[config.mk]
export PLATFORM = sky130hd
export DESIGN_NAME = piece_motion_ctrl_flat
export DESIGN_NICKNAME = d
export VERILOG_FILES = /design/src/rtl/piece_motion_if.sv /design/src/rtl/piece_motion_ctrl.sv /design/src/flat_wrapper.sv
export SDC_FILE = /design/constraint.sdc
export NUM_CORES = 1
export LEC_CHECK = 0
export ABC_AREA = 1
export BUFFER_PORTS_ARGS = -buffer_cell sky130_fd_sc_hd__buf_4
export CELL_PAD_IN_SITES_DETAIL_PLACEMENT = 1
export CELL_PAD_IN_SITES_GLOBAL_PLACEMENT = 1
export CORE_ASPECT_RATIO = 1.5
export CORE_UTILIZATION = 45
export CTS_CLUSTER_SIZE = 24
export DETAILED_ROUTE_END_ITERATION = 16
export GPL_TIMING_DRIVEN = 0
export PLACE_DENSITY_LB_ADDON = 0.1
export SLEW_MARGIN = 30
export SYNTH_ARGS = -nofsm -noshare
export SYNTH_HDL_FRONTEND = slang
export SYNTH_SLANG_ARGS = --single-unit
export TNS_END_PERCENT = 10
[constraint.sdc]
create_clock -name frame_clk -period 2.95 [get_ports frame_clk]
set_input_delay 0.4425 -clock frame_clk [delete_from_list [all_inputs] [get_ports frame_clk]]
set_output_delay 0.4425 -clock frame_clk [all_outputs]
set_load 0.03 [all_outputs]
[src/rtl/piece_motion_if.sv]
// Bundle between the falling-piece controller and its neighbours: keycode and
// board collision status come in, piece origin and status flags go out.
// master = the motion controller, slave = keycode decoder / board side.
interface piece_motion_if #(
    parameter int COLS = 10,
    parameter int ROWS = 20
);
    localparam int CW = $clog2(COLS);
    localparam int RW = $clog2(ROWS);

    logic [7:0]    keycode;
    logic          collide_left;
    logic          collide_right;
    logic          collide_down;
    logic          spawn_blocked;
    logic          lock_ack;
    logic [CW-1:0] piece_col;
    logic [RW-1:0] piece_row;
    logic          rotate_req;
    logic          lock_pulse;
    logic          active;
    logic          game_over;

    modport master (
        input  keycode, collide_left, collide_right, collide_down, spawn_blocked, lock_ack,
        output piece_col, piece_row, rotate_req, lock_pulse, active, game_over
    );

    modport slave (
        output keycode, collide_left, collide_right, collide_down, spawn_blocked, lock_ack,
        input  piece_col, piece_row, rotate_req, lock_pulse, active, game_over
    );
endinterface

[src/rtl/piece_motion_ctrl.sv]
// Grid-based falling-piece motion controller. Tracks the active piece origin in
// board cells and applies gravity, soft/hard drop, DAS/ARR horizontal auto-repeat,
// lock delay, respawn and game-over. Collision status is supplied by the board
// logic each frame; this block never looks at the board itself.
module piece_motion_ctrl #(
    parameter int         COLS           = 10,
    parameter int         ROWS           = 20,
    parameter int         SPAWN_COL      = 4,
    parameter int         SPAWN_ROW      = 0,
    parameter int         GRAVITY_FRAMES = 30,
    parameter int         SOFT_FRAMES    = 3,
    parameter int         DAS_FRAMES     = 10,
    parameter int         ARR_FRAMES     = 3,
    parameter int         LOCK_FRAMES    = 15,
    parameter logic [7:0] KEY_LEFT       = 8'h04,
    parameter logic [7:0] KEY_RIGHT      = 8'h07,
    parameter logic [7:0] KEY_SOFT       = 8'h16,
    parameter logic [7:0] KEY_ROT        = 8'h1A,
    parameter logic [7:0] KEY_HARD       = 8'h2C,
    parameter logic [7:0] KEY_RESPAWN    = 8'h19
) (
    input  logic          frame_clk,
    input  logic          Reset,
    piece_motion_if.master bus
);
    localparam int CW     = $clog2(COLS);
    localparam int RW     = $clog2(ROWS);
    localparam int G_MAX  = (GRAVITY_FRAMES > SOFT_FRAMES) ? GRAVITY_FRAMES : SOFT_FRAMES;
    localparam int D_MAX  = (DAS_FRAMES > ARR_FRAMES) ? DAS_FRAMES : ARR_FRAMES;
    localparam int GW     = $clog2(G_MAX + 1);
    localparam int DW     = $clog2(D_MAX + 1);
    localparam int LW     = $clog2(LOCK_FRAMES + 1);

    localparam logic [GW-1:0] GRAV_LAST = GW'(GRAVITY_FRAMES - 1);
    localparam logic [GW-1:0] SOFT_LAST = GW'(SOFT_FRAMES - 1);
    localparam logic [DW-1:0] DAS_LAST  = DW'(DAS_FRAMES - 1);
    localparam logic [DW-1:0] ARR_LAST  = DW'(ARR_FRAMES - 1);
    localparam logic [LW-1:0] LOCK_LAST = LW'(LOCK_FRAMES - 1);
    localparam logic [CW-1:0] COL_MAX   = CW'(COLS - 1);
    localparam logic [RW-1:0] ROW_MAX   = RW'(ROWS - 1);
    localparam logic [CW-1:0] SPAWN_C   = CW'(SPAWN_COL);
    localparam logic [RW-1:0] SPAWN_R   = RW'(SPAWN_ROW);

    typedef enum logic [2:0] {
        ST_SPAWN,
        ST_FALL,
        ST_LOCK_WAIT,
        ST_LOCKED,
        ST_GAMEOVER
    } state_t;

    state_t        state_q, state_d;
    logic [CW-1:0] col_q, col_d;
    logic [RW-1:0] row_q, row_d;
    logic [GW-1:0] grav_q, grav_d;
    logic [LW-1:0] lock_q, lock_d;
    logic [DW-1:0] das_q, das_d;
    logic          rep_q, rep_d;
    logic [7:0]    key_prev_q, key_prev_d;
    logic          rotate_q, rotate_d;
    logic          lock_pulse_q, lock_pulse_d;

    logic          key_lr;
    logic          h_fire;
    logic          h_ok;
    logic [CW-1:0] h_col;
    logic          grounded;
    logic [GW-1:0] period_last;
    logic          go_spawn;

    // State register and all tracked state, synchronous reset to the spawn origin.
    always_ff @(posedge frame_clk) begin
        if (Reset) begin
            state_q      <= ST_SPAWN;
            col_q        <= SPAWN_C;
            row_q        <= SPAWN_R;
            grav_q       <= '0;
            lock_q       <= '0;
            das_q        <= '0;
            rep_q        <= 1'b0;
            key_prev_q   <= 8'h00;
            rotate_q     <= 1'b0;
            lock_pulse_q <= 1'b0;
        end else begin
            state_q      <= state_d;
            col_q        <= col_d;
            row_q        <= row_d;
            grav_q       <= grav_d;
            lock_q       <= lock_d;
            das_q        <= das_d;
            rep_q        <= rep_d;
            key_prev_q   <= key_prev_d;
            rotate_q     <= rotate_d;
            lock_pulse_q <= lock_pulse_d;
        end
    end

    // Horizontal auto-repeat: fire on press edge, then after DAS, then every ARR.
    // Timing keeps running even when the move itself is blocked.
    always_comb begin
        das_d  = '0;
        rep_d  = 1'b0;
        h_fire = 1'b0;
        key_lr = (bus.keycode == KEY_LEFT) || (bus.keycode == KEY_RIGHT);
        if (((state_q == ST_FALL) || (state_q == ST_LOCK_WAIT)) && key_lr) begin
            if (bus.keycode != key_prev_q) begin
                h_fire = 1'b1;
            end else if (das_q >= (rep_q ? ARR_LAST : DAS_LAST)) begin
                h_fire = 1'b1;
                rep_d  = 1'b1;
            end else begin
                das_d = das_q + 1'b1;
                rep_d = rep_q;
            end
        end
        h_ok  = h_fire &&
                (((bus.keycode == KEY_LEFT)  && !bus.collide_left  && (col_q != '0)) ||
                 ((bus.keycode == KEY_RIGHT) && !bus.collide_right && (col_q != COL_MAX)));
        h_col = (bus.keycode == KEY_LEFT) ? (col_q - 1'b1) : (col_q + 1'b1);
    end

    // Next-state, position and counter update; one action per frame in FALL.
    always_comb begin
        state_d     = state_q;
        col_d       = col_q;
        row_d       = row_q;
        grav_d      = grav_q;
        lock_d      = lock_q;
        go_spawn    = 1'b0;
        key_prev_d  = bus.keycode;
        // The bottom row is a floor even if the board forgets to say so.
        grounded    = bus.collide_down || (row_q == ROW_MAX);
        period_last = (bus.keycode == KEY_SOFT) ? SOFT_LAST : GRAV_LAST;

        case (state_q)
            ST_SPAWN: begin
                col_d   = SPAWN_C;
                row_d   = SPAWN_R;
                grav_d  = '0;
                state_d = bus.spawn_blocked ? ST_GAMEOVER : ST_FALL;
            end
            ST_FALL: begin
                if (bus.keycode == KEY_RESPAWN) begin
                    go_spawn = 1'b1;
                end else if (bus.keycode == KEY_HARD) begin
                    if (grounded) begin
                        state_d = ST_LOCKED;
                    end else begin
                        row_d  = row_q + 1'b1;
                        grav_d = '0;
                    end
                end else begin
                    if (h_ok) begin
                        col_d = h_col;
                    end
                    // A horizontal move owns the frame: gravity waits at terminal.
                    if (grav_q < period_last) begin
                        grav_d = grav_q + 1'b1;
                    end else if (!h_ok) begin
                        if (grounded) begin
                            state_d = ST_LOCK_WAIT;
                            lock_d  = '0;
                        end else begin
                            row_d  = row_q + 1'b1;
                            grav_d = '0;
                        end
                    end
                end
            end
            ST_LOCK_WAIT: begin
                if (bus.keycode == KEY_RESPAWN) begin
                    go_spawn = 1'b1;
                end else if (!grounded) begin
                    state_d = ST_FALL;
                    grav_d  = '0;
                    if (h_ok) begin
                        col_d = h_col;
                    end
                end else if (lock_q >= LOCK_LAST) begin
                    // Freeze the column on the lock frame so the merge matches the checked cells.
                    state_d = ST_LOCKED;
                end else begin
                    lock_d = lock_q + 1'b1;
                    if (h_ok) begin
                        col_d = h_col;
                    end
                end
            end
            ST_LOCKED: begin
                if (bus.lock_ack) begin
                    go_spawn = 1'b1;
                end
            end
            ST_GAMEOVER: begin
                if (bus.keycode == KEY_RESPAWN) begin
                    go_spawn = 1'b1;
                end
            end
            default: begin
                go_spawn = 1'b1;
            end
        endcase

        if (go_spawn) begin
            state_d = ST_SPAWN;
            col_d   = SPAWN_C;
            row_d   = SPAWN_R;
            grav_d  = '0;
            lock_d  = '0;
        end

        lock_pulse_d = (state_d == ST_LOCKED) && (state_q != ST_LOCKED);
        rotate_d     = ((state_q == ST_FALL) || (state_q == ST_LOCK_WAIT)) &&
                       (bus.keycode == KEY_ROT) && (key_prev_q != KEY_ROT);
    end

    // Outputs decoded from registered state.
    always_comb begin
        bus.piece_col  = col_q;
        bus.piece_row  = row_q;
        bus.rotate_req = rotate_q;
        bus.lock_pulse = lock_pulse_q;
        bus.active     = (state_q == ST_FALL) || (state_q == ST_LOCK_WAIT);
        bus.game_over  = (state_q == ST_GAMEOVER);
    end
endmodule

[src/flat_wrapper.sv]
// flat-port wrapper written by rule: the top's interface ports become plain ports
module piece_motion_ctrl_flat 
#(
    parameter int         COLS           = 10,
    parameter int         ROWS           = 20,
    parameter int         SPAWN_COL      = 4,
    parameter int         SPAWN_ROW      = 0,
    parameter int         GRAVITY_FRAMES = 30,
    parameter int         SOFT_FRAMES    = 3,
    parameter int         DAS_FRAMES     = 10,
    parameter int         ARR_FRAMES     = 3,
    parameter int         LOCK_FRAMES    = 15,
    parameter logic [7:0] KEY_LEFT       = 8'h04,
    parameter logic [7:0] KEY_RIGHT      = 8'h07,
    parameter logic [7:0] KEY_SOFT       = 8'h16,
    parameter logic [7:0] KEY_ROT        = 8'h1A,
    parameter logic [7:0] KEY_HARD       = 8'h2C,
    parameter logic [7:0] KEY_RESPAWN    = 8'h19
)
  (frame_clk, Reset, bus_keycode, bus_collide_left, bus_collide_right, bus_collide_down, bus_spawn_blocked, bus_lock_ack, bus_piece_col, bus_piece_row, bus_rotate_req, bus_lock_pulse, bus_active, bus_game_over);
  piece_motion_if #(.COLS(COLS), .ROWS(ROWS)) bus_i ();
  input  logic frame_clk;
  input  logic Reset;
  input wire logic [$bits(bus_i.keycode)-1:0] bus_keycode;
  input wire logic [$bits(bus_i.collide_left)-1:0] bus_collide_left;
  input wire logic [$bits(bus_i.collide_right)-1:0] bus_collide_right;
  input wire logic [$bits(bus_i.collide_down)-1:0] bus_collide_down;
  input wire logic [$bits(bus_i.spawn_blocked)-1:0] bus_spawn_blocked;
  input wire logic [$bits(bus_i.lock_ack)-1:0] bus_lock_ack;
  output wire logic [$bits(bus_i.piece_col)-1:0] bus_piece_col;
  output wire logic [$bits(bus_i.piece_row)-1:0] bus_piece_row;
  output wire logic [$bits(bus_i.rotate_req)-1:0] bus_rotate_req;
  output wire logic [$bits(bus_i.lock_pulse)-1:0] bus_lock_pulse;
  output wire logic [$bits(bus_i.active)-1:0] bus_active;
  output wire logic [$bits(bus_i.game_over)-1:0] bus_game_over;
  assign bus_i.keycode = bus_keycode;
  assign bus_i.collide_left = bus_collide_left;
  assign bus_i.collide_right = bus_collide_right;
  assign bus_i.collide_down = bus_collide_down;
  assign bus_i.spawn_blocked = bus_spawn_blocked;
  assign bus_i.lock_ack = bus_lock_ack;
  assign bus_piece_col = bus_i.piece_col;
  assign bus_piece_row = bus_i.piece_row;
  assign bus_rotate_req = bus_i.rotate_req;
  assign bus_lock_pulse = bus_i.lock_pulse;
  assign bus_active = bus_i.active;
  assign bus_game_over = bus_i.game_over;
  piece_motion_ctrl #(.COLS(COLS), .ROWS(ROWS), .SPAWN_COL(SPAWN_COL), .SPAWN_ROW(SPAWN_ROW), .GRAVITY_FRAMES(GRAVITY_FRAMES), .SOFT_FRAMES(SOFT_FRAMES), .DAS_FRAMES(DAS_FRAMES), .ARR_FRAMES(ARR_FRAMES), .LOCK_FRAMES(LOCK_FRAMES), .KEY_LEFT(KEY_LEFT), .KEY_RIGHT(KEY_RIGHT), .KEY_SOFT(KEY_SOFT), .KEY_ROT(KEY_ROT), .KEY_HARD(KEY_HARD), .KEY_RESPAWN(KEY_RESPAWN)) u_core (.frame_clk(frame_clk), .Reset(Reset), .bus(bus_i));
endmodule
==> reports/metrics.yaml, run 1 <==
outcome: "finished clean"
grt_pass1_wl_mm: 11.01
power_density_mw_per_mm2: 500.7
yosys.area_share.simple_pct: 36.77
first_global_vias: 2592
cts_root_buffer: "clkbuf_8"
drive_gt1_share_pct: 18.25
wire_per_inst_microns: 13.65
rows: 33
crit_path_max_incr_delay_ps: 260
hold_violations: 0
io_buffers: 26
grt_setup_unrepaired: "false"
netlist_instances: 366
dpl.hpwl_mm: 5.257
clk_pin_slew_ps: 70
critPathMaxFanout: 9
setup_viol: 0
ctsLongestPathBuffers: 2
path_cells: "buf_4, inv_1, nand2_1, nor2_4, nand2_2, inv_1, ha_1, a21oi_1, o21a_1, nand2_2, inv_1, nand2_1, nand3_4, o21ai_0, nand2_1, nor2_1"
rr_worst_depth: 8
crit_slowest_cell: "ha_1"
path_delay_family: "simple AND/OR/NAND/NOR gates"
antennaDiodeCount: 0
grt_max_degree: 12
drt-initial-drc-count: 71
num_vias: 2438
h-tree-depth: 2
ff2ff_setup_slack_ps: 760
cp_num_buf_inv: 4
critical_path_required_ps: 3130
syn-num-nets: 396
clk_latency_ps: 290
fmax_mhz: 444.6
cts_made_buffers: 5
period_needed_ps: 2249
timing.rr.start: "u_core.bus.piece_row[0]"
layout_setup_ws_ps: 700.7
ys_types: 43
worstHoldStart: "Reset"
synth.avg_cell_area_sq_um: 6.861
cts_tree: "built"
ctsResizeCount: 0
wl_mm: 6.415
holdBufCountCts: 0
finalWeightedCongestion: 0.7806
hold_class: "input port to flip-flop"
max-vdd-ir-drop_mv: 0.2438
num-fill-cells: 765
synth_top_family_by_area: "simple AND/OR/NAND/NOR gates"
ys_seq_area_share_pct: 28.70
tightest_slew_ps: 484.5
final.setup.tns_ps: 0
viasPerCell: 5.187
die-area_sq_mm: 0.005889
clock_sinks: 36
maxSlewHeadroom_pct: 67.70
leakagePower_nw: 1.373
num_io_pins: 28
route.detailed.drc: 0
yosysWarnings: 0
finalCritPeriodShare_pct: 76.25
synth_xor_area_share_pct: 5.232
first_pass_iters: 4
muxShareOfSynthArea_pct: 0
cp.arrival_ps: 2430
worst_setup_path_end_kind: "flip-flop"
die_w_microns: 63.00
power_mw: 1.453
post-cts-setup-buffers: 0
initial_core_util_pct: 46.43
critPathLaunchType: "input port"
r2r-end: "u_core.bus.piece_row[3]"
ant_nets: 0
synthesis.area_sq_mm: 0.002511
drv_slew: 0
hold_depth: 2
track_usage_pct: 23.65
fin_skew_ps: 6.451
antenna_found_initial: 0
fin_nets: 429
fp.dieH_microns: 93.49
synth_fa_ha_area_share_pct: 7.773
area_growth_syn_to_layout_pct: 15.55
synth_compound_area_share_pct: 11.96
dp_slack_ps: 404.0
yosys_register_bits: 36
core_region_area_sq_mm: 0.005409
hold_end: "u_core.state_q[2]"
cap_violations: 0
path_class: "input port to flip-flop"
gr-total-overflow: 0
[worst register-to-register path, stage by stage (launching register included)]
cell and delay, ps:
dfxtp_1 350, ha_1 250, a41oi_2 380, nand2_1 160, a21oi_1 390, nand3_4 190, o21ai_0 230, inv_1 70
nor2_1 100
[synthesized netlist by cell type (all sizes together)]
library cell  number  area [sq um]
xor2               4         35.03
clkbuf             1         3.750
xnor2             11         96.34
dfxtp             36         720.7
nand3             22         132.6
or2                1         6.260
a211oi             2         20.02
o21bai             2         15.01
nor3               9         66.32
or3                1         6.260
o211a              1         10.01
nand2             94         419.2
a21oi             23         118.9
nor2              57         242.7
fa                 1         20.02
o21ai             17         92.59
buf                2         16.26
and3               1         6.260
a41oi              1         16.27
inv               56         220.2
ha                14         175.2
a21boi             1         11.26
a2111oi            1         8.760
o21a               1         7.510
nand4              7         43.79
[registers in the layout, summed over array words and instances, names as in the netlist]
name and flops:
u_core.key_prev_q 8, u_core.bus.piece_col 4, u_core.grav_q 5, u_core.lock_q 4, u_core.bus.piece_row 5, u_core.rep_q 1
u_core.bus.rotate_req 1, u_core.das_q 4, u_core.bus.lock_pulse 1, u_core.state_q 3
[placed cells by master, fill, tap and decap left out, types with 11 or more instances in the layout]
master and n:
nand3_1 19, a21oi_1 22, dfxtp_1 36, inv_1 47, o21ai_0 12, buf_4 26
xnor2_1 11, nor2_1 53, ha_1 14, nand2_1 81
[power breakdown]
| group | internal (mW) | total, mW | switching [mW] |
|---|---|---|---|
| registers | 0.522 | 0.566 | 0.0442 |
| logic | 0.154 | 0.454 | 0.300 |
| clock network | 0.251 | 0.433 | 0.182 |
| total | 0.927 | 1.45 | 0.526 |
[area by class of cell]
type / instances / area, sq um / area share, %
Inverter: 56 / 220.2 / 7.589
Buffer: 3 / 20.02 / 0.6900
Tap cell: 70 / 87.58 / 3.019
Timing Repair Buffer: 26 / 195.2 / 6.727
Multi-Input combinational cell: 271 / 1550 / 53.43
Clock buffer: 6 / 72.57 / 2.501
Sequential cell: 36 / 720.7 / 24.84
Clock inverter: 2 / 35.03 / 1.207
[how the worst max path moves through the flow]
stage,startpoint,endpoint,cells after the start
after floorplan,bus_keycode[1],u_core.bus.piece_row[0],14
after global placement,bus_keycode[7],u_core.grav_q[0],16
after global routing,bus_keycode[7],u_core.bus.piece_row[3],17
after detailed placement,bus_keycode[7],u_core.bus.piece_row[2],16
final,bus_keycode[7],u_core.bus.piece_row[2],16
after CTS,bus_keycode[7],u_core.bus.piece_row[2],16
[logic make-up (layout without fill, tap and decap cells)]
logic type | count (synthesis) | in the layout
XOR/XNOR | 15 | 15
flip-flops | 36 | 36
adder cells (fa/ha/maj) | 15 | 15
AND/OR/NAND/NOR | 192 | 192
AO/OA/AOI/OAI | 49 | 49
buffers and inverters | 59 | 93
[per-layer routing]
layer | GRT usage [%] | vias to the layer above | share of wire [%]
li1 | - | 1234 | -
met1 | 21.58 | 1158 | 37
met2 | 49.55 | 30 | 59
met3 | 3.293 | 16 | 1.8
met4 | 10.08 | 0 | 2.5
met5 | 0 | - | 0
[per-stage QoR]
step,hold slack [ps],util [%],cells,cell area [sq um]
after floorplan,430.0,-,366,2511
after global placement,446.5,51.65,462,2794
after detailed placement,453.7,51.65,462,2794
after CTS,335.6,53.64,470,2902
after global routing,345.0,53.64,470,2902
final,338.7,53.64,470,2902
Note: power is estimated with default switching activity, not from simulation.
==> run 2: changes to the inputs <==
--- a/config.mk
+++ b/config.mk
@@ -10,7 +10,7 @@
 export CELL_PAD_IN_SITES_DETAIL_PLACEMENT = 1
 export CELL_PAD_IN_SITES_GLOBAL_PLACEMENT = 1
 export CORE_ASPECT_RATIO = 1.5
-export CORE_UTILIZATION = 45
+export CORE_UTILIZATION = 38
 export CTS_CLUSTER_SIZE = 24
 export DETAILED_ROUTE_END_ITERATION = 16
 export GPL_TIMING_DRIVEN = 0
==> constraint.sdc (replaced) <==
create_clock -name frame_clk -period 1.9 [get_ports frame_clk]
set_input_delay 0.285 -clock frame_clk [delete_from_list [all_inputs] [get_ports frame_clk]]
set_output_delay 0.285 -clock frame_clk [all_outputs]
set_load 0.03 [all_outputs]
==> run 2 against run 1 <==
Effect of this change:
- via count up 0.86%
- combinational power up 76%
- final area up 11%
- largest power group unchanged
- critical path depth down 5
- global-route usage down 2.1 points
- total power up 53%
- non-clock buffer count up 11
- routed wire length up 8.6%
- largest cell class unchanged
- sequential power up 56%
- core utilization down 2.2 points
==> reports/metrics.yaml, run 2 (same netlist as run 1, synthesis figures left out) <==
final_cell_mix: "nand2_1 (72), nor2_1 (49), buf_4 (38)"  # was nand2_1 (81), nor2_1 (53), inv_1 (47)
cap_violations: 0  # unchanged
worst_setup_path_end_kind: "flip-flop"  # unchanged
pwr-share-comb_pct: 36.0  # was 31.2%
critical_path_required_ps: 2130  # was 3130 ps
p_switching_mw: 0.8725  # was 0.5262 mW
crit_slowest_cell: "dfxtp_4"  # was ha_1
path_cells: "inv_4, ha_1, and3_4, nor2_4, nand3_2, nand2_4, inv_4, nand2_4, nand3_4, or2_1, a21boi_2"  # was buf_4, inv_1, nand2_1, nor2_4, nand2_2, inv_1, ha_1, a21oi_1, o21a_1, nand2_2, inv_1, nand2_1, nand3_4, o21ai_0, nand2_1, nor2_1
viasPerCell: 5.070  # was 5.187
clock_sinks: 36  # unchanged
fin_nets: 441  # was 429
grt_setup_unrepaired: "true"  # was false
finalWeightedCongestion: 0.7864  # was 0.7806
clk_latency_ps: 290  # about the same
maxSlewHeadroom_pct: 66.73  # was 67.70%
core_region_area_sq_mm: 0.006262  # was 0.005409 sq mm
max-vdd-ir-drop_mv: 0.2800  # was 0.2438 mV
crit_path_max_incr_delay_ps: 370  # was 260 ps
p_seq_share_pct: 39.8  # was 39.0%
regMostFlops: "u_core.key_prev_q"  # unchanged
cts_root_buffer: "clkbuf_8"  # unchanged
wire_per_inst_microns: 14.36  # was 13.65 microns
rows: 35  # was 33
hold_depth: 2  # unchanged
switching_share_pct: 39.25  # was 36.22%
r2r-end: "u_core.bus.piece_row[0]"  # was u_core.bus.piece_row[3]
setup_viol: 0  # unchanged
finalCritPeriodShare_pct: 97.12
antennaDiodeCount: 0  # unchanged
critPathMaxFanout: 5  # was 9
cp.arrival_ps: 2080  # was 2430 ps
track_usage_pct: 21.55  # was 23.65%
num_io_pins: 28  # unchanged
tightest_slew_ps: 499.0  # was 484.5 ps
finish.instance_area_sq_mm: 0.003219  # was 0.002902 sq mm
fmax_mhz: 541.9
io_buffers: 26  # unchanged
outcome: "finished clean"  # unchanged
num_vias: 2459  # was 2438
worstHoldStart: "Reset"  # unchanged
largest_reg_flops: 8  # unchanged
hold_end: "u_core.state_q[2]"  # unchanged
initial_core_util_pct: 40.10  # was 46.43%
drive_gt1_share_pct: 32.36  # was 18.25%
critPathLaunchType: "flip-flop"  # was input port
grt_pass1_wl_mm: 11.37  # was 11.01 mm
rr_worst_depth: 11  # was 8
die-area_sq_mm: 0.006944  # was 0.005889 sq mm
drt-initial-drc-count: 65  # was 71
fin_skew_ps: 8.881  # was 6.451 ps
ctsLongestPathBuffers: 2  # unchanged
first_global_vias: 2534  # was 2592
drv_slew: 0  # unchanged
placed_cell_area_sq_mm: 0.002813  # was 0.002794 sq mm
final_common_cell: "nand2_1"  # unchanged
dpl.hpwl_mm: 5.270  # was 5.257 mm
period_needed_ps: 1845
ff2ff_setup_slack_ps: 50  # was 760 ps
ant_nets: 0  # unchanged
dp.cells: 466  # was 462
wl_mm: 6.966  # was 6.415 mm
cts_tree: "built"  # unchanged
path_class: "flip-flop to flip-flop"  # was input port to flip-flop
hold_violations: 0  # unchanged
antenna_found_initial: 0  # unchanged
first_pass_iters: 4  # unchanged
area_growth_syn_to_layout_pct: 28.20  # was 15.55%
p_int_mw: 1.350  # was 0.9267 mW
cts_made_buffers: 5  # unchanged
timing.hold.ws_ps: 163.7  # was 338.7 ps
leakagePower_nw: 1.473  # was 1.373 nW
die_w_microns: 68.38  # was 63.00 microns
p_clk_share_pct: 24.2  # was 29.8%
h-tree-depth: 2  # unchanged
timing.rr.start: "u_core.rep_q"  # was u_core.bus.piece_row[0]
power_density_mw_per_mm2: 690.5  # was 500.7 mW/mm^2
grt_max_degree: 11  # was 12
fp.dieH_microns: 101.6  # was 93.49 microns
hold_class: "input port to flip-flop"  # unchanged
clk_pin_slew_ps: 80  # was 70 ps
gr-total-overflow: 0  # unchanged
fin_cells: 485  # was 470
route.detailed.drc: 0  # unchanged
-- run 2: layout make-up --
cell class	count	area, sq um
fillers	803	3043
multi-input cells	272	1780
flip-flops and latches	36	735.7
repair buffers	37	277.8
inverters	56	232.7
well taps	74	92.59
clock buffers	6	72.57
plain buffers	3	22.52
clock inverters	1	5.005
-- run 2: critical path: cells and delay by family (launching register included) --
kind            cells  cell delay [ps]
compound gates      1              110
flops               1              370
fa+ha+maj           1              280
buf+inv             2              110
simple gates        7              920
-- run 2: power by group through the flow --
stage          sequential, mW  combinational, mW  clock, mW
2_1_floorplan           0.939              0.457          0
3_3_place_gp            0.897              0.698          0
3_5_place_dp            0.900              0.713          0
4_1_cts                 0.885              0.760      0.553
5_1_grt                 0.896              0.878      0.600
6_report                0.885              0.800      0.538
-- run 2: per-layer routing --
metal,global-route usage [%],vias up,routed length (microns)
met2,42.23,23,4071
met4,6.090,0,82
met5,0,-,0
met3,3.041,9,107
li1,-,1256,-
met1,22.50,1171,2704
-- run 2: what timing repair did --
item	in CTS	in global routing
buffers inserted	4	7
gates cloned	1	0
resized for setup	26	43
endpoints found under the setup margin	19	21
pin swaps	15	17
hold buffers	0	0
-- run 2: worst max path at each step --
stage,end,startpoint,slack [ps],cells past startpoint
after global placement,u_core.state_q[1],bus_keycode[7],-460,18
final,u_core.bus.piece_row[0],u_core.rep_q,50,11
after global routing,u_core.grav_q[0],bus_keycode[5],-40,16
after detailed placement,u_core.state_q[1],bus_keycode[7],-510,18
after CTS,u_core.state_q[1],bus_keycode[0],-6,18
after floorplan,u_core.bus.piece_row[0],bus_keycode[1],-20,14
-- run 2: stage by stage --
step / utilization (%) / setup TNS [ps] / total power [mW] / worst slack (ps)
after detailed placement: 44.92 / -7211 / 1.613 / -506.8
final: 51.41 / 0 / 2.223 / 54.80
after CTS: 48.11 / -6.133 / 2.198 / -6.133
after floorplan: - / -15.88 / 1.395 / -15.88
after global routing: 51.41 / -224.2 / 2.375 / -43.11
after global placement: 44.92 / -6195 / 1.596 / -460.6
==> run 3: changes to the inputs <==
--- a/config.mk
+++ b/config.mk
@@ -10,7 +10,7 @@
 export CELL_PAD_IN_SITES_DETAIL_PLACEMENT = 1
 export CELL_PAD_IN_SITES_GLOBAL_PLACEMENT = 1
 export CORE_ASPECT_RATIO = 1.5
-export CORE_UTILIZATION = 38
+export CORE_UTILIZATION = 42
 export CTS_CLUSTER_SIZE = 24
 export DETAILED_ROUTE_END_ITERATION = 16
 export GPL_TIMING_DRIVEN = 0
==> constraint.sdc (replaced) <==
create_clock -name frame_clk -period 1.7 [get_ports frame_clk]
set_input_delay 0.255 -clock frame_clk [delete_from_list [all_inputs] [get_ports frame_clk]]
set_output_delay 0.255 -clock frame_clk [all_outputs]
set_load 0.03 [all_outputs]
==> run 3 against run 2 <==
Effect of this change:
- the run now ends with setup timing left
- global-route usage rose by 2.5 points
- critical path depth did not move
- flip-flop and latch count did not move
- highest routed layer unchanged
- setup slack got worse by 210 ps
- critical endpoint unchanged
- hold slack got worse by 30 ps
- final area rose by 0.19%
- register-to-register slack got worse by 210 ps
- largest cell class unchanged
- combinational power rose by 15%
==> reports/metrics.yaml, run 3 (same netlist as run 1, synthesis figures left out) <==
wire_per_inst_microns: 14.54  # was 14.36 microns
critPathMaxFanout: 5  # unchanged
cts_tree: "built"  # unchanged
h-tree-depth: 2  # unchanged
grt_pass1_wl_mm: 11.77  # was 11.37 mm
cts_root_buffer: "clkbuf_8"  # unchanged
violations: "setup timing"
drive_gt1_share_pct: 32.27  # was 32.36%
route.detailed.drc: 0  # unchanged
leakagePower_nw: 1.443  # was 1.473 nW
period_needed_ps: 1856  # was 1845 ps
cap_violations: 0  # unchanged
power_density_mw_per_mm2: 787.3  # was 690.5 mW/mm^2
grt_setup_unrepaired: "true"  # unchanged
path_class: "flip-flop to flip-flop"  # unchanged
finalCritPeriodShare_pct: 109.2  # was 97.12%
startpoint: "u_core.rep_q"  # unchanged
first_pass_iters: 4  # unchanged
fp.dieH_microns: 96.70  # was 101.6 microns
regMostFlops: "u_core.key_prev_q"  # unchanged
fin_nets: 438  # was 441
timing.rr.start: "u_core.rep_q"  # unchanged
finalWeightedCongestion: 0.7955  # was 0.7864
layout_setup_ws_ps: -155.6  # was 54.80 ps
outcome: "finished, violations left"  # was finished clean
maxSlewHeadroom_pct: 68.81  # was 66.73%
die-area_sq_mm: 0.006299  # was 0.006944 sq mm
cp.arrival_ps: 2080  # about the same
area_growth_syn_to_layout_pct: 28.45  # was 28.20%
final_common_cell: "nand2_1"  # unchanged
gr-total-overflow: 0  # unchanged
antennaDiodeCount: 0  # unchanged
clk_pin_slew_ps: 70  # was 80 ps
placed_cell_area_sq_mm: 0.002874  # was 0.002813 sq mm
clock_sinks: 36  # unchanged
finish.instance_area_sq_mm: 0.003226  # was 0.003219 sq mm
clk_latency_ps: 290  # about the same
r2r-end: "u_core.bus.piece_row[0]"  # unchanged
hold_class: "input port to flip-flop"  # unchanged
grt_max_degree: 11  # unchanged
crit_path_max_incr_delay_ps: 370  # about the same
track_usage_pct: 24.04  # was 21.55%
wl_mm: 6.994  # was 6.966 mm
drt-initial-drc-count: 55  # was 65
cts_made_buffers: 5  # unchanged
fin_skew_ps: 7.188  # was 8.881 ps
cp_num_buf_inv: 2  # unchanged
drv_slew: 0  # unchanged
worst_setup_path_end_kind: "flip-flop"  # unchanged
holdBufCountCts: 0  # unchanged
utilization_pct: 55.75  # was 51.41%
num_io_pins: 28  # unchanged
timing.hold.ws_ps: 133.2  # was 163.7 ps
largest_reg_flops: 8  # unchanged
ff2ff_setup_slack_ps: -160  # was 50 ps
critPathLaunchType: "flip-flop"  # unchanged
cp_num_cells: 11  # unchanged
critical_path_required_ps: 1930  # was 2130 ps
die_w_microns: 65.14  # was 68.38 microns
setup_viol: 18  # was 0
initial_core_util_pct: 43.40  # was 40.10%
io_buffers: 26  # unchanged
crit_end: "u_core.bus.piece_row[0]"  # unchanged
rr_worst_depth: 11  # unchanged
final_cell_mix: "nand2_1 (70), nor2_1 (49), inv_1 (37)"  # was nand2_1 (72), nor2_1 (49), buf_4 (38)
path_delay_family: "simple AND/OR/NAND/NOR gates"  # unchanged
num_vias: 2507  # was 2459
power_mw: 2.539  # was 2.223 mW
first_global_vias: 2646  # was 2534
antenna_found_initial: 0  # unchanged
tightest_slew_ps: 467.9  # was 499.0 ps
ctsLongestPathBuffers: 2  # unchanged
hold_violations: 0  # unchanged
viasPerCell: 5.212  # was 5.070
crit_slowest_cell: "dfxtp_4"  # unchanged
rows: 34  # was 35
fmax_mhz: 538.9  # was 541.9 MHz
ant_nets: 0  # unchanged
max-vdd-ir-drop_mv: 0.4667  # was 0.2800 mV
dpl.hpwl_mm: 5.308  # was 5.270 mm
num-fill-cells: 774  # was 803
core_region_area_sq_mm: 0.005786  # was 0.006262 sq mm
path_cells: "inv_4, ha_1, and3_4, nor2_4, nand3_2, nand2_4, inv_4, nand2_4, nand3_4, or2_1, a21boi_2"  # unchanged
-- run 3: stage by stage --
stage | worst slack [ps] | cells | setup TNS, ps
floorplan | -128.9 | 366 | -1156
global placement | -526.0 | 464 | -8131
detailed placement | -563.3 | 464 | -8933
CTS | -120.7 | 481 | -1711
global route | -259.2 | 481 | -3910
finish | -155.6 | 481 | -1262
-- run 3: power by group --
part	internal [mW]	switching (mW)	total [mW]
registers	0.908	0.0784	0.986
clock network	0.331	0.302	0.633
logic	0.329	0.592	0.921
-- run 3: routing by layer --
metal / vias up / GRT usage, % / share of wire [%]
met5: - / 0 / 0
li1: 1253 / - / -
met1: 1195 / 23.13 / 37
met2: 43 / 46.88 / 58
met3: 16 / 3.656 / 2.3
met4: 0 / 11.87 / 2.6
-- run 3: final cells by class --
class,instances,area [sq um],area share (%)
clock buffer,8,90.09,2.793
buffer,3,30.03,0.9310
tap,72,90.09,2.793
timing repair buffer,34,255.2,7.913
sequential,36,737.0,22.85
inverter,56,237.7,7.370
multi-input combinational,272,1785,55.35
-- run 3: how the worst min path moves through the flow --
stage          slack (ps)  depth (start not counted)           endpoint   from
5_1_grt               140                          2  u_core.state_q[2]  Reset
2_1_floorplan         330                          1  u_core.state_q[2]  Reset
4_1_cts               130                          2  u_core.state_q[2]  Reset
6_report              130                          2  u_core.state_q[2]  Reset
3_5_place_dp          450                          2  u_core.state_q[2]  Reset
3_3_place_gp          440                          2  u_core.state_q[2]  Reset
-- run 3: repair_timing --
action / CTS / global route
setup buffers: 8 / 0
resized for setup: 33 / 25
pin swaps: 17 / 7
cloned: 1 / 0
setup endpoints to repair: 26 / 26
